<file path="config.mk">
export PLATFORM = sky130hd
export DESIGN_NAME = mem_bist_ctrl
export DESIGN_NICKNAME = d
export VERILOG_FILES = /design/src/rtl/mem_bist_pkg.sv /design/src/rtl/mem_bist_cmp.sv /design/src/rtl/mem_bist_ctrl.sv
export SDC_FILE = /design/constraint.sdc
export NUM_CORES = 1
export LEC_CHECK = 0
export ABC_AREA = 1
export BUFFER_PORTS_ARGS = -buffer_cell sky130_fd_sc_hd__buf_4
export CORE_MARGIN = 2
export CORE_UTILIZATION = 38
export DETAILED_ROUTE_END_ITERATION = 10
export PLACE_DENSITY_LB_ADDON = 0.2
export SYNTH_ARGS = -nofsm -noshare
export SYNTH_HDL_FRONTEND = slang
export SYNTH_SLANG_ARGS = --single-unit
</file>
<file path="constraint.sdc">
create_clock -name clk -period 2.6 [get_ports clk]
set_clock_uncertainty 0.1 [all_clocks]
set_input_delay 0.52 -clock clk [delete_from_list [all_inputs] [get_ports clk]]
set_output_delay 0.52 -clock clk [all_outputs]
set_load 0.1 [all_outputs]
</file>
<file path="src/rtl/mem_bist_pkg.sv">
// mem_bist_pkg: shared types, sizes and expected-data rule for the memory BIST controller
package mem_bist_pkg;
    localparam int MEM_ADDR_W = 5;
    localparam int MEM_DATA_W = 8;
    localparam int DEPTH = 2 ** MEM_ADDR_W;
    localparam int TEST_CLR = 0;
    localparam int TEST_AEQ = 1;
    typedef enum logic [2:0] {IDLE, CLR_WR, CLR_RD, CLR_DRN, AEQ_WR, AEQ_RD, AEQ_DRN, DONE} state_t;
    // Clear phase expects zero; data-equals-address phase expects the zero-extended address.
    function automatic logic [31:0] exp_data(input logic aeq, input logic [31:0] addr);
        return aeq ? addr : 32'd0;
    endfunction
endpackage

</file>
<file path="src/rtl/mem_bist_cmp.sv">
// mem_bist_cmp: one-cycle read-valid/address delay and read-data comparator
module mem_bist_cmp
    import mem_bist_pkg::*;
#(
    parameter int ADDR_W = MEM_ADDR_W,
    parameter int DATA_W = MEM_DATA_W
) (
    input  logic              clk,
    input  logic              rst,
    input  logic              rd_vld,
    input  logic              rd_aeq,
    input  logic [ADDR_W-1:0] rd_addr,
    input  logic [DATA_W-1:0] rd_data,
    output logic              mismatch,
    output logic [ADDR_W-1:0] cmp_addr,
    output logic [DATA_W-1:0] cmp_data
);
    logic              vld_q;
    logic              aeq_q;
    logic [ADDR_W-1:0] addr_q;
    always_ff @(posedge clk) begin
        if (rst) begin
            vld_q  <= 1'b0;
            aeq_q  <= 1'b0;
            addr_q <= '0;
        end else begin
            // A mismatch discards the read still in flight behind it.
            vld_q  <= rd_vld && !mismatch;
            aeq_q  <= rd_aeq;
            addr_q <= rd_addr;
        end
    end
    assign mismatch = vld_q && (rd_data != DATA_W'(exp_data(aeq_q, 32'(addr_q))));
    assign cmp_addr = addr_q;
    assign cmp_data = rd_data;
endmodule

</file>
<file path="src/rtl/mem_bist_ctrl.sv">
// mem_bist_ctrl: two-phase march BIST sequencer (clear/verify-zero, data=address/verify)
module mem_bist_ctrl
    import mem_bist_pkg::*;
#(
    parameter int ADDR_W = MEM_ADDR_W,
    parameter int DATA_W = MEM_DATA_W
) (
    input  logic              clk,
    input  logic              rst,
    input  logic              start,
    input  logic [1:0]        tests,
    output logic              busy,
    output logic              done,
    output logic              pass,
    output logic [ADDR_W-1:0] fail_addr,
    output logic [DATA_W-1:0] fail_data,
    output logic [ADDR_W-1:0] mem_addr,
    output logic [DATA_W-1:0] mem_data_in,
    output logic              mem_read,
    output logic              mem_write,
    input  logic [DATA_W-1:0] mem_data_out
);
    state_t            state, next_state;
    logic [ADDR_W-1:0] cnt, next_cnt;
    logic              aeq_en, next_aeq_en;
    logic              last, accept, mismatch;
    logic [ADDR_W-1:0] cmp_addr;
    logic [DATA_W-1:0] cmp_data;
    assign last   = cnt == '1;
    assign accept = state == IDLE && start;
    mem_bist_cmp #(.ADDR_W(ADDR_W), .DATA_W(DATA_W)) u_cmp (
        .clk(clk),
        .rst(rst),
        .rd_vld(mem_read),
        .rd_aeq(state == AEQ_RD),
        .rd_addr(mem_addr),
        .rd_data(mem_data_out),
        .mismatch(mismatch),
        .cmp_addr(cmp_addr),
        .cmp_data(cmp_data)
    );
    always_comb begin
        next_state  = state;
        next_cnt    = cnt + 1'b1;
        next_aeq_en = aeq_en;
        case (state)
            IDLE: begin
                next_cnt = '0;
                if (start) begin
                    next_aeq_en = tests[TEST_AEQ];
                    next_state  = tests == 2'b00 ? DONE : tests[TEST_CLR] ? CLR_WR : AEQ_WR;
                end
            end
            CLR_WR:  next_state = last ? CLR_RD : CLR_WR;
            CLR_RD:  next_state = last ? CLR_DRN : CLR_RD;
            CLR_DRN: begin
                next_cnt   = '0;
                next_state = aeq_en ? AEQ_WR : DONE;
            end
            AEQ_WR:  next_state = last ? AEQ_RD : AEQ_WR;
            AEQ_RD:  next_state = last ? AEQ_DRN : AEQ_RD;
            AEQ_DRN: begin
                next_cnt   = '0;
                next_state = DONE;
            end
            default: begin
                next_cnt   = '0;
                next_state = IDLE;
            end
        endcase
        if (mismatch) next_state = DONE;
    end
    // Outputs are registered from the next state so they line up with the state they describe.
    always_ff @(posedge clk) begin
        if (rst) begin
            state       <= IDLE;
            cnt         <= '0;
            aeq_en      <= 1'b0;
            busy        <= 1'b0;
            done        <= 1'b0;
            pass        <= 1'b0;
            fail_addr   <= '0;
            fail_data   <= '0;
            mem_addr    <= '0;
            mem_data_in <= '0;
            mem_read    <= 1'b0;
            mem_write   <= 1'b0;
        end else begin
            state       <= next_state;
            cnt         <= next_cnt;
            aeq_en      <= next_aeq_en;
            busy        <= !(next_state inside {IDLE, DONE});
            done        <= next_state == DONE;
            mem_addr    <= next_cnt;
            mem_data_in <= DATA_W'(exp_data(next_state == AEQ_WR, 32'(next_cnt)));
            mem_write   <= next_state inside {CLR_WR, AEQ_WR};
            mem_read    <= next_state inside {CLR_RD, AEQ_RD};
            if (accept) begin
                pass      <= tests == 2'b00;
                fail_addr <= '0;
                fail_data <= '0;
            end else if (mismatch) begin
                pass      <= 1'b0;
                fail_addr <= cmp_addr;
                fail_data <= cmp_data;
            end else if (next_state == DONE) begin
                pass      <= 1'b1;
            end
        end
    end
endmodule

</file>
==> results.ini, run 1 <==
[routing]
drt_first_iter_violations = 68
detail_route.wl_per_cell_um = 10.7
remaining_routing_drc_violations = 0
finalWirelength_um = 3300
vias = 1416
vias_per_cell = 4.58
drt_pass1_iterations = 4
ant_nets = 0

[worst_setup_path]
worst-endpoint-required_ps = 2730
timing.critical_path.slowest_stage_cell = dfxtp_1
cp_cell_sequence = ha_1, nand2_1, nor2_1, ha_1, nand2_1, nand3_1, nor2_1, inv_1, nor2_8, nand3_1, a21oi_2
reg2reg_depth = 11
critical_path.max_fanout = 4
crit_type = flop to flop
reg2reg_to = mem_write$_SDFF_PP0_
critical_path_arrival_ps = 2050
crit_path_start_kind = flop
r2r-start = cnt[0]$_SDFF_PP0_
end_kind = flop
worst-r2r-setup-slack_ps = 690
slowest_stage_delay_on_critical_path_ps = 340

[placement]
placement.setup.worst_slack_ps = 595
port_buffers = 40
gp_congestion = 0.800
dp.final_hpwl_um = 2500
place_area_um2 = 1960

[synth]
synth-main-ff-cell = dfxtp_1
synth_area_per_cell_um2 = 7.58
synth_seq_area_share_pct = 47.2
synth_top_cell_by_area = dfxtp_1
synthesis.instances = 218
synth.top_cells.by_area = dfxtp_1 (47%), nand2_1 (12%), nor2_1 (6.6%)
synth-seq-cells = 39
synthesis.yosys.warnings = 0
synth_cell_type_count = 28
post_synth_edffs = 0
synth_async_sr_flop_share_pct = 0
synth_top_cell_area_share_pct = 47.2
synth.cell_area_um2 = 1650
yosys.cell_count.top_type = nand2_1
synth_common_cells = nand2_1 (54), dfxtp_1 (39), nor2_1 (29)

[die]
floorplan.core_area_um2 = 4090
design.die.area_um2 = 4890
floorplan.io_pins = 44
floorplan.die.width_um = 70.0
chipHeight_um = 70.0
row_count = 23
initial_core_util_pct = 40.4

[timing]
timing_hold_violations_final = 0
timing.fmax_mhz = 523
setup_violations = 0
maxSlewViolCount = 0
unrepaired_setup_endpoints_after_global_routing = no
timing.hold.ws_ps = 351
final.period_utilization_pct = 73.5
pnr_worst_setup_slack_ps = 688
fin_setup_tns_ps = 0
final.min_clock_period_ps = 1910

[hold_path]
min_path_type = flop to flop
worstHoldPathCells = 2
worstHoldEndpoint = u_cmp.cmp_addr[4]$_SDFF_PP0_
hp-start = cnt[4]$_SDFF_PP0_

[finish]
nNetsFinal = 273
flow.area_growth_from_synthesis_pct = 25.1
drive_above_1_share_pct = 24.7
num_antenna_cells = 0
post-route-cell-area_um2 = 2070

[clock_tree]
tritoncts_num_sinks = 39
postCtsSetupRepairBufs = 0
clock_latency_late_sink_ps = 300
cts_max_level = 2
clockRootBuffer = clkbuf_8
cts_buffer_depth = 2
tritoncts = done
cts_hold_buffers = 0
number_of_buffers_added_by_the_clock_tree_synthesis_step = 5
post_cts.resized_instances = 0
clkTransAtPathRegs_ps = 80

[grt]
grt_pass1_wl_um = 5940
grt_start_max_net_pins = 20
gr_util_all_layers_pct = 15.3
grt_pass1_vias = 1350
grt_antenna_before_repair = 0
grt-ovfl-total = 0

[pwr]
p_leak_nw = 0.986
report.power.total_mw = 1.97
power_per_cell_area_nw_per_um2 = 951
worst_ir_drop_vdd_mv = 0.451

[outcome]
status = finished, final reports clean

[run]
number_of_violations_of_the_max_capacitance_limit = 0

-- sequential cells by signal, summed over array words and instances (netlist names) --
signal and flops:
fail_data 8, fail_addr 5, u_cmp.cmp_addr 5, u_cmp.vld_q 1
state 3, u_cmp.aeq_q 1, mem_read 1, aeq_en 1
busy 1, cnt 5, mem_data_in 5, done 1
mem_write 1, pass 1
-- power breakdown --
group	switching (mW)	leakage, nW	total, mW	internal [mW]
Clock	0.220	0.0581	0.505	0.286
Combinational	0.585	0.612	0.759	0.175
Sequential	0.0414	0.316	0.702	0.661
-- metal layers --
metal,vias up,part of all wire (%),global-route usage (%)
met5,-,0,0
met4,0,2.2,7.26
met3,6,6.4,4.91
met2,40,44,23.9
met1,622,47,19.0
li1,748,-,-
-- per-stage QoR --
step	utilization [%]	std cells
6_report	50.6	309
5_1_grt	50.6	309
4_1_cts	50.6	309
3_5_place_dp	47.9	301
3_3_place_gp	47.9	301
2_1_floorplan	-	220
-- worst max path at each step --
stage / endpoint / slack [ps] / cells after the start / from
5_1_grt: pass$_SDFFE_PP0P_ / 440 / 14 / cnt[1]$_SDFF_PP0_
3_3_place_gp: mem_write$_SDFF_PP0_ / 580 / 10 / mem_data_out[5]
3_5_place_dp: mem_write$_SDFF_PP0_ / 600 / 10 / mem_data_out[5]
6_report: mem_write$_SDFF_PP0_ / 690 / 11 / cnt[0]$_SDFF_PP0_
2_1_floorplan: pass$_SDFFE_PP0P_ / 60 / 13 / cnt[1]$_SDFF_PP0_
4_1_cts: pass$_SDFFE_PP0P_ / 690 / 13 / cnt[0]$_SDFF_PP0_
-- worst max-delay path: cells and delay by family, from the launching register on --
family | cells | cell delay, ps
and+or+nand+nor | 7 | 690
adders and majority gates | 2 | 430
buffers and inverters | 1 | 140
DFF | 1 | 340
AOI/OAI and AO/OA | 1 | 150
-- cells in the final DEF, fill, tap and decap left out --
cell	count
conb_1	3
buf_4	40
nand2_2	5
inv_4	1
clkinv_2	1
or2_2	1
nand3_1	16
nand2_4	1
nand3_4	1
o21ai_0	1
dfxtp_1	39
clkbuf_8	5
inv_2	1
nand2_1	54
a31oi_1	1
xor2_1	2
inv_1	26
bufinv_16	1
o21ai_1	3
nor2_1	29
clkinv_4	1
nor3_1	2
a211oi_1	4
nor2_2	2
a21oi_2	1
nor3_2	1
a21oi_1	13
nand3_2	1
ha_1	2
nor2_8	1
-- area by class of cell --
type                    instances  area [um^2]
clock buffers                   5         68.8
multi-input cells             144          704
clock inverters                 3         43.8
inverters                      28          108
well taps                      50         62.6
fillers                       418         2020
repair buffers                 40          300
flip-flops and latches         39          781
-- kinds of logic after synthesis --
group | count (synthesis) | synth area share (%)
compound gates | 23 | 7.87
flops | 39 | 47.2
buf+inv | 37 | 10.6
other cells | 1 | 0.227
fa+ha+maj | 2 | 1.51
simple gates | 114 | 31.5
xor+xnor | 2 | 1.06
(Power assumes the default switching activity.)
==> run 2: changes to the inputs <==
--- a/config.mk
+++ b/config.mk
@@ -5,7 +5,7 @@
 export SDC_FILE = /design/constraint.sdc
 export NUM_CORES = 1
 export LEC_CHECK = 0
-export ABC_AREA = 1
+export ABC_AREA = 0
 export BUFFER_PORTS_ARGS = -buffer_cell sky130_fd_sc_hd__buf_4
 export CORE_MARGIN = 2
 export CORE_UTILIZATION = 38
==> constraint.sdc (replaced) <==
create_clock -name clk -period 1.9 [get_ports clk]
set_clock_uncertainty 0.1 [all_clocks]
set_input_delay 0.38 -clock clk [delete_from_list [all_inputs] [get_ports clk]]
set_output_delay 0.38 -clock clk [all_outputs]
set_load 0.1 [all_outputs]
==> run 2 against run 1 <==
Die area increased by 1.8%. The run now ends with negative setup slack left. Final cell count fell by 5.5%. Power up 82%. Setup slack worse by 890 ps. Fmax decreased by 9.1%. Largest power group unchanged. Critical path depth decreased by 3. Core utilization up 2.8 points. Combinational power rose by 140%. Hold slack got worse by 94 ps. Global-route usage grew 0.43 points. Area after synthesis rose by 1.9%.
==> results.ini, run 2 <==
[routing]
detail_route.wl_per_cell_um = 13.0
vias_per_cell = 5.05
drt_pass1_iterations = 4
remaining_routing_drc_violations = 0
vias = 1475
finalWirelength_um = 3790
drt_first_iter_violations = 51
ant_nets = 0

[synth]
main_combinational_cell_family_by_area_after_synthesis = simple AND/OR/NAND/NOR gates
synth_seq_area_share_pct = 46.4
synth_top_cell_area_share_pct = 46.4
synth_simple_gate_area_share_pct = 23.9
synthesis.yosys.warnings = 0
synth_async_sr_flop_share_pct = 0
synth.top_cells.by_area = dfxtp_1 (46%), o21ai_0 (5.3%), a21oi_1 (4.8%)
synth.area.mux_share_pct = 0.594
post_synth_edffs = 0
synth_xor_area_share_pct = 3.12
yosys.area_share.adder_pct = 2.15
synth_cell_type_count = 45
yosys.cell_count.top_type = dfxtp_1
synth_top_cell_by_area = dfxtp_1
synth-main-ff-cell = dfxtp_1
synth-seq-cells = 39
synth_common_cells = dfxtp_1 (39), o21ai_0 (18), a21oi_1 (16)
synth.cell_area_um2 = 1680
synthesis.instances = 182
synth_area_per_cell_um2 = 9.25
synth_compound_area_share_pct = 18.5

[placement]
placedCellCount = 283
dp.final_hpwl_um = 2820
placement.setup.worst_slack_ps = -206
place_area_um2 = 2170
port_buffers = 40
gp_congestion = 0.806

[timing]
pnr_worst_setup_slack_ps = -204
final.period_utilization_pct = 111
final.min_clock_period_ps = 2100
unrepaired_setup_endpoints_after_global_routing = yes
maxSlewViolCount = 0
setup_violations = 9
timing_hold_violations_final = 0
timing.fmax_mhz = 475

[grt]
gr_util_all_layers_pct = 15.7
grt_antenna_before_repair = 0
grt_util_met1_pct = 20.1
grt_util_met2_pct = 26.2
grt_start_max_net_pins = 20
grt_pass1_vias = 1402
grt_pass1_wl_um = 6280
use_met3_pct = 4.42
global_route.peak_usage_layer = met2
grt-ovfl-total = 0

[finish]
mostFrequentLayoutCells = buf_4 (61), dfxtp_1 (33), o21ai_0 (18)
drive_above_1_share_pct = 37.5
max_flop_register = fail_data
layout.core_utilization_pct = 53.4
flow.area_growth_from_synthesis_pct = 37.1
nNetsFinal = 254
number_of_flip_flops_under_the_largest_register_name = 8
num_antenna_cells = 0
post-route-cell-area_um2 = 2310
layout.cells.most_common = buf_4
instances_no_fill = 292

[pwr]
clock_power_share_pct = 19.0
switching_share_pct = 46.0
power.share.sequential_pct = 30.7
p_sw_mw = 1.65
worst_ir_drop_vdd_mv = 0.685
p_leak_nw = 0.953
cell_internal_pwr_mw = 1.94
power_per_cell_area_nw_per_um2 = 1550
power.share.combinational_pct = 50.3

[clock_tree]
clockRootBuffer = clkbuf_8
cts_buffer_depth = 2
cts_max_level = 2
tritoncts = done
clock_latency_late_sink_ps = 290
tritoncts_num_sinks = 39
cts_hold_buffers = 0
number_of_buffers_added_by_the_clock_tree_synthesis_step = 5
clkTransAtPathRegs_ps = 80

[worst_setup_path]
slowest_stage_delay_on_critical_path_ps = 370
critical_path.max_fanout = 3
r2r-start = cnt[1]$_SDFF_PP0_
cp_cell_sequence = ha_4, and3_4, ha_4, maj3_2, o22ai_2, nand2_2, or3b_1, a211oi_2
setup.worst_path.start = cnt[1]$_SDFF_PP0_
crit_path_start_kind = flop
gate_family_responsible_for_the_most_delay_along_the_worst_path = simple AND/OR/NAND/NOR gates
crit_buf_inv = 0
critical_path.most_common_cell = ha_4
crit_type = flop to flop
worst-endpoint-required_ps = 2010
critical_path_arrival_ps = 2210
end_kind = flop
timing.critical_path.slowest_stage_cell = or3b_1

[die]
chipHeight_um = 70.6
floorplan.io_pins = 44
floorplan.core_area_um2 = 4320
design.die.area_um2 = 4980
row_count = 24
initial_core_util_pct = 38.9
floorplan.die.width_um = 70.6

[run]
number_of_violations_of_the_max_capacitance_limit = 0

[hold_path]
hp-start = tests[1]
min_path_type = input port to flop

[outcome]
status = finished, violations left
violations = negative setup slack

[run 2: cell type report]
class | instances | area [um^2]
Sequential cell | 39 | 793
Multi-Input combinational cell | 129 | 870
Clock inverter | 3 | 43.8
Fill cell | 442 | 2010
Tap cell | 52 | 65.1
Clock buffer | 5 | 68.8
Inverter | 3 | 11.3
Timing Repair Buffer | 61 | 458
[run 2: final timing paths]
kind | end | slack, ps | cells after the start
hold reg to reg | fail_data[4]$_SDFFE_PP0P_ | 370 | 2
setup reg to reg | mem_read$_SDFF_PP0_ | -200 | 8
hold / removal | aeq_en$_SDFFE_PP0P_ | 260 | 3
setup / recovery | mem_read$_SDFF_PP0_ | -200 | 8
[run 2: timing repair]
action	in CTS	in global routing
gates resized for setup	0	5
endpoints found under the setup margin	10	11
buffers inserted	1	0
pin swaps	2	1
hold endpoints to repair	0	0
[run 2: kinds of logic (layout without fill, tap and decap cells)]
| logic type | count (synthesis) | in the layout |
|---|---|---|
| other | 1 | 3 |
| multiplexers | 1 | 1 |
| adder cells (fa/ha/maj) | 3 | 3 |
| buffers and inverters | 16 | 72 |
| XOR/XNOR | 6 | 6 |
| AND/OR/NAND/NOR | 68 | 68 |
| flip-flops | 39 | 39 |
| AO/OA/AOI/OAI | 48 | 48 |
[run 2: stage by stage]
stage,hold WS (ps),total power [mW],TNS [ps]
after floorplan,368,2.41,-2060
after global placement,353,2.87,-1130
after detailed placement,359,2.88,-1330
after CTS,253,3.59,-1490
after global routing,260,3.78,-2440
final,257,3.59,-1370
[run 2: layer usage]
| metal | vias up | share of wire [%] |
|---|---|---|
| li1 | 758 | - |
| met1 | 686 | 47 |
| met2 | 29 | 48 |
| met3 | 2 | 4.6 |
| met4 | 0 | 0.45 |
| met5 | - | 0 |
[run 2: worst reg2reg max path: cells and delay by family, from the launching register on]
| family | cells | cell delay, ps |
|---|---|---|
| adders and majority gates | 3 | 590 |
| AOI/OAI and AO/OA | 2 | 360 |
| and+or+nand+nor | 3 | 610 |
| DFF | 1 | 350 |
[run 2: power by group through the flow]
stage | Clock [mW] | Combinational [mW] | Sequential (mW)
2_1_floorplan | 0 | 0.722 | 1.69
3_3_place_gp | 0 | 1.76 | 1.12
3_5_place_dp | 0 | 1.76 | 1.12
4_1_cts | 0.701 | 1.79 | 1.10
5_1_grt | 0.738 | 1.93 | 1.12
6_report | 0.682 | 1.81 | 1.10
==> run 3: changes to the inputs <==
--- a/config.mk
+++ b/config.mk
@@ -10,6 +10,7 @@
 export CORE_MARGIN = 2
 export CORE_UTILIZATION = 38
 export DETAILED_ROUTE_END_ITERATION = 10
+export HOLD_SLACK_MARGIN = 0.12
 export PLACE_DENSITY_LB_ADDON = 0.2
 export SYNTH_ARGS = -nofsm -noshare
 export SYNTH_HDL_FRONTEND = slang
==> constraint.sdc (replaced) <==
create_clock -name clk -period 1.9 [get_ports clk]
set_clock_uncertainty 0.1 [all_clocks]
set_input_delay 0.38 -clock clk [delete_from_list [all_inputs] [get_ports clk]]
set_output_delay 0.38 -clock clk [all_outputs]
set_load 0.05 [all_outputs]
==> run 3 against run 2 <==
The run still ends with negative setup slack left. Critical path depth unchanged. Via count increased by 1.6%. Core utilization increased by 0.40 points. Final cell count unchanged. Sequential power about the same. Flip-flop and latch count unchanged. Setup slack about the same. Critical path type unchanged. Largest power group unchanged.
==> results.ini, run 3 (synthesis results as in run 2) <==
[clock_tree]
tritoncts_num_sinks = 39
cts_hold_buffers = 0
cts_max_level = 2
clock_latency_late_sink_ps = 290
clockRootBuffer = clkbuf_8
cts_buffer_depth = 2
number_of_buffers_added_by_the_clock_tree_synthesis_step = 5
tritoncts = done
clkTransAtPathRegs_ps = 80

[placement]
dp.final_hpwl_um = 2800
gp_congestion = 0.811
port_buffers = 40
place_area_um2 = 2180

[outcome]
violations = negative setup slack
status = finished, violations left

[die]
initial_core_util_pct = 38.9
chipHeight_um = 70.6
floorplan.core_area_um2 = 4320
row_count = 24
floorplan.io_pins = 44
design.die.area_um2 = 4980
floorplan.die.width_um = 70.6

[worst_setup_path]
crit_type = flop to flop
timing.critical_path.slowest_stage_cell = or3b_4
end_kind = flop
critical_path.most_common_cell = ha_4
critical_path_arrival_ps = 2220
slowest_stage_delay_on_critical_path_ps = 380
crit_buf_inv = 0
critical_path.max_fanout = 3
crit_path_start_kind = flop
reg2reg_depth = 8
cp_cell_sequence = ha_4, and3_4, ha_4, maj3_2, o22ai_2, nand2_2, or3b_4, a211oi_2
critical_path_cell_count = 8
gate_family_responsible_for_the_most_delay_along_the_worst_path = simple AND/OR/NAND/NOR gates
worst-endpoint-required_ps = 2020

[routing]
vias = 1498
ant_nets = 0
vias_per_cell = 5.13
detail_route.wl_per_cell_um = 13.1
finalWirelength_um = 3830
drt_first_iter_violations = 109
drt_pass1_iterations = 4
remaining_routing_drc_violations = 0

[timing]
pnr_worst_setup_slack_ps = -203
unrepaired_setup_endpoints_after_global_routing = yes
timing.fmax_mhz = 475
maxSlewViolCount = 0
setup_violations = 10
final.min_clock_period_ps = 2100
timing_hold_violations_final = 0
final.period_utilization_pct = 111

[grt]
grt-ovfl-total = 0
grt_pass1_vias = 1382
grt_start_max_net_pins = 20
grt_pass1_wl_um = 6350
grt_util_met1_pct = 21.2
use_met3_pct = 4.42
gr_util_all_layers_pct = 15.9
global_route.peak_usage_layer = met2
grt_antenna_before_repair = 0
grt_util_met2_pct = 25.5

[finish]
num_antenna_cells = 0
multiInputGateArea_um2 = 875
max_flop_register = fail_data
mostFrequentLayoutCells = buf_4 (60), dfxtp_1 (33), o21ai_0 (18)
ff_latch_area_um2 = 793
number_of_flip_flops_under_the_largest_register_name = 8
flow.area_growth_from_synthesis_pct = 38.2
nFillCells = 428
layout.cells.most_common = buf_4
drive_above_1_share_pct = 38.3
nNetsFinal = 254
post-route-cell-area_um2 = 2330

[hold_path]
worstHoldPathCells = 3
min_path_type = input port to flop

[pwr]
p_leak_nw = 0.967
report.power.total_mw = 3.26
power_per_cell_area_nw_per_um2 = 1400
worst_ir_drop_vdd_mv = 0.692

[run]
number_of_violations_of_the_max_capacitance_limit = 0

## run 3: routing by layer
layer | wire, um | vias up
met2 | 1760 | 38
met4 | 42 | 0
li1 | - | 758
met5 | 0 | -
met3 | 195 | 7
met1 | 1830 | 695
## run 3: final timing paths
kind	endpoint	slack, ps	from
min reg2reg	fail_data[3]$_SDFFE_PP0P_	370	fail_data[3]$_SDFFE_PP0P_
min	aeq_en$_SDFFE_PP0P_	260	tests[1]
max reg2reg	mem_read$_SDFF_PP0_	-200	cnt[1]$_SDFF_PP0_
max	mem_read$_SDFF_PP0_	-200	cnt[1]$_SDFF_PP0_
## run 3: what timing repair did
item	in CTS	in global routing
setup buffers	0	1
pin swaps	4	1
gates cloned	0	0
gates resized for setup	0	7
setup endpoints to repair	10	15
## run 3: power by group
part           internal, mW  total [mW]  switching [mW]
Combinational         0.591        1.48           0.886
Clock                 0.391       0.689           0.298
Sequential            0.963        1.09           0.132
## run 3: worst min-delay path, stage by stage
cell,delay [ps]
buf_4,90
mux2i_1,60
nor2_1,80
## run 3: per-stage QoR
stage	TNS [ps]	worst slack [ps]	hold slack (ps)	util, %	instances
2_1_floorplan	-1380	-288	368	-	184
3_3_place_gp	-1160	-181	353	50.5	283
3_5_place_dp	-1340	-198	356	50.5	283
4_1_cts	-1000	-198	255	53.1	291
5_1_grt	-2150	-301	279	53.8	292
6_report	-924	-203	259	53.8	292
## run 3: final cells by class
type	instances	share of cell area (%)
multi-input cells	129	37.6
flip-flops and latches	39	34.1
repair buffers	61	20.2
clock buffers	5	2.96
well taps	52	2.80
clock inverters	3	1.88
inverters	3	0.484
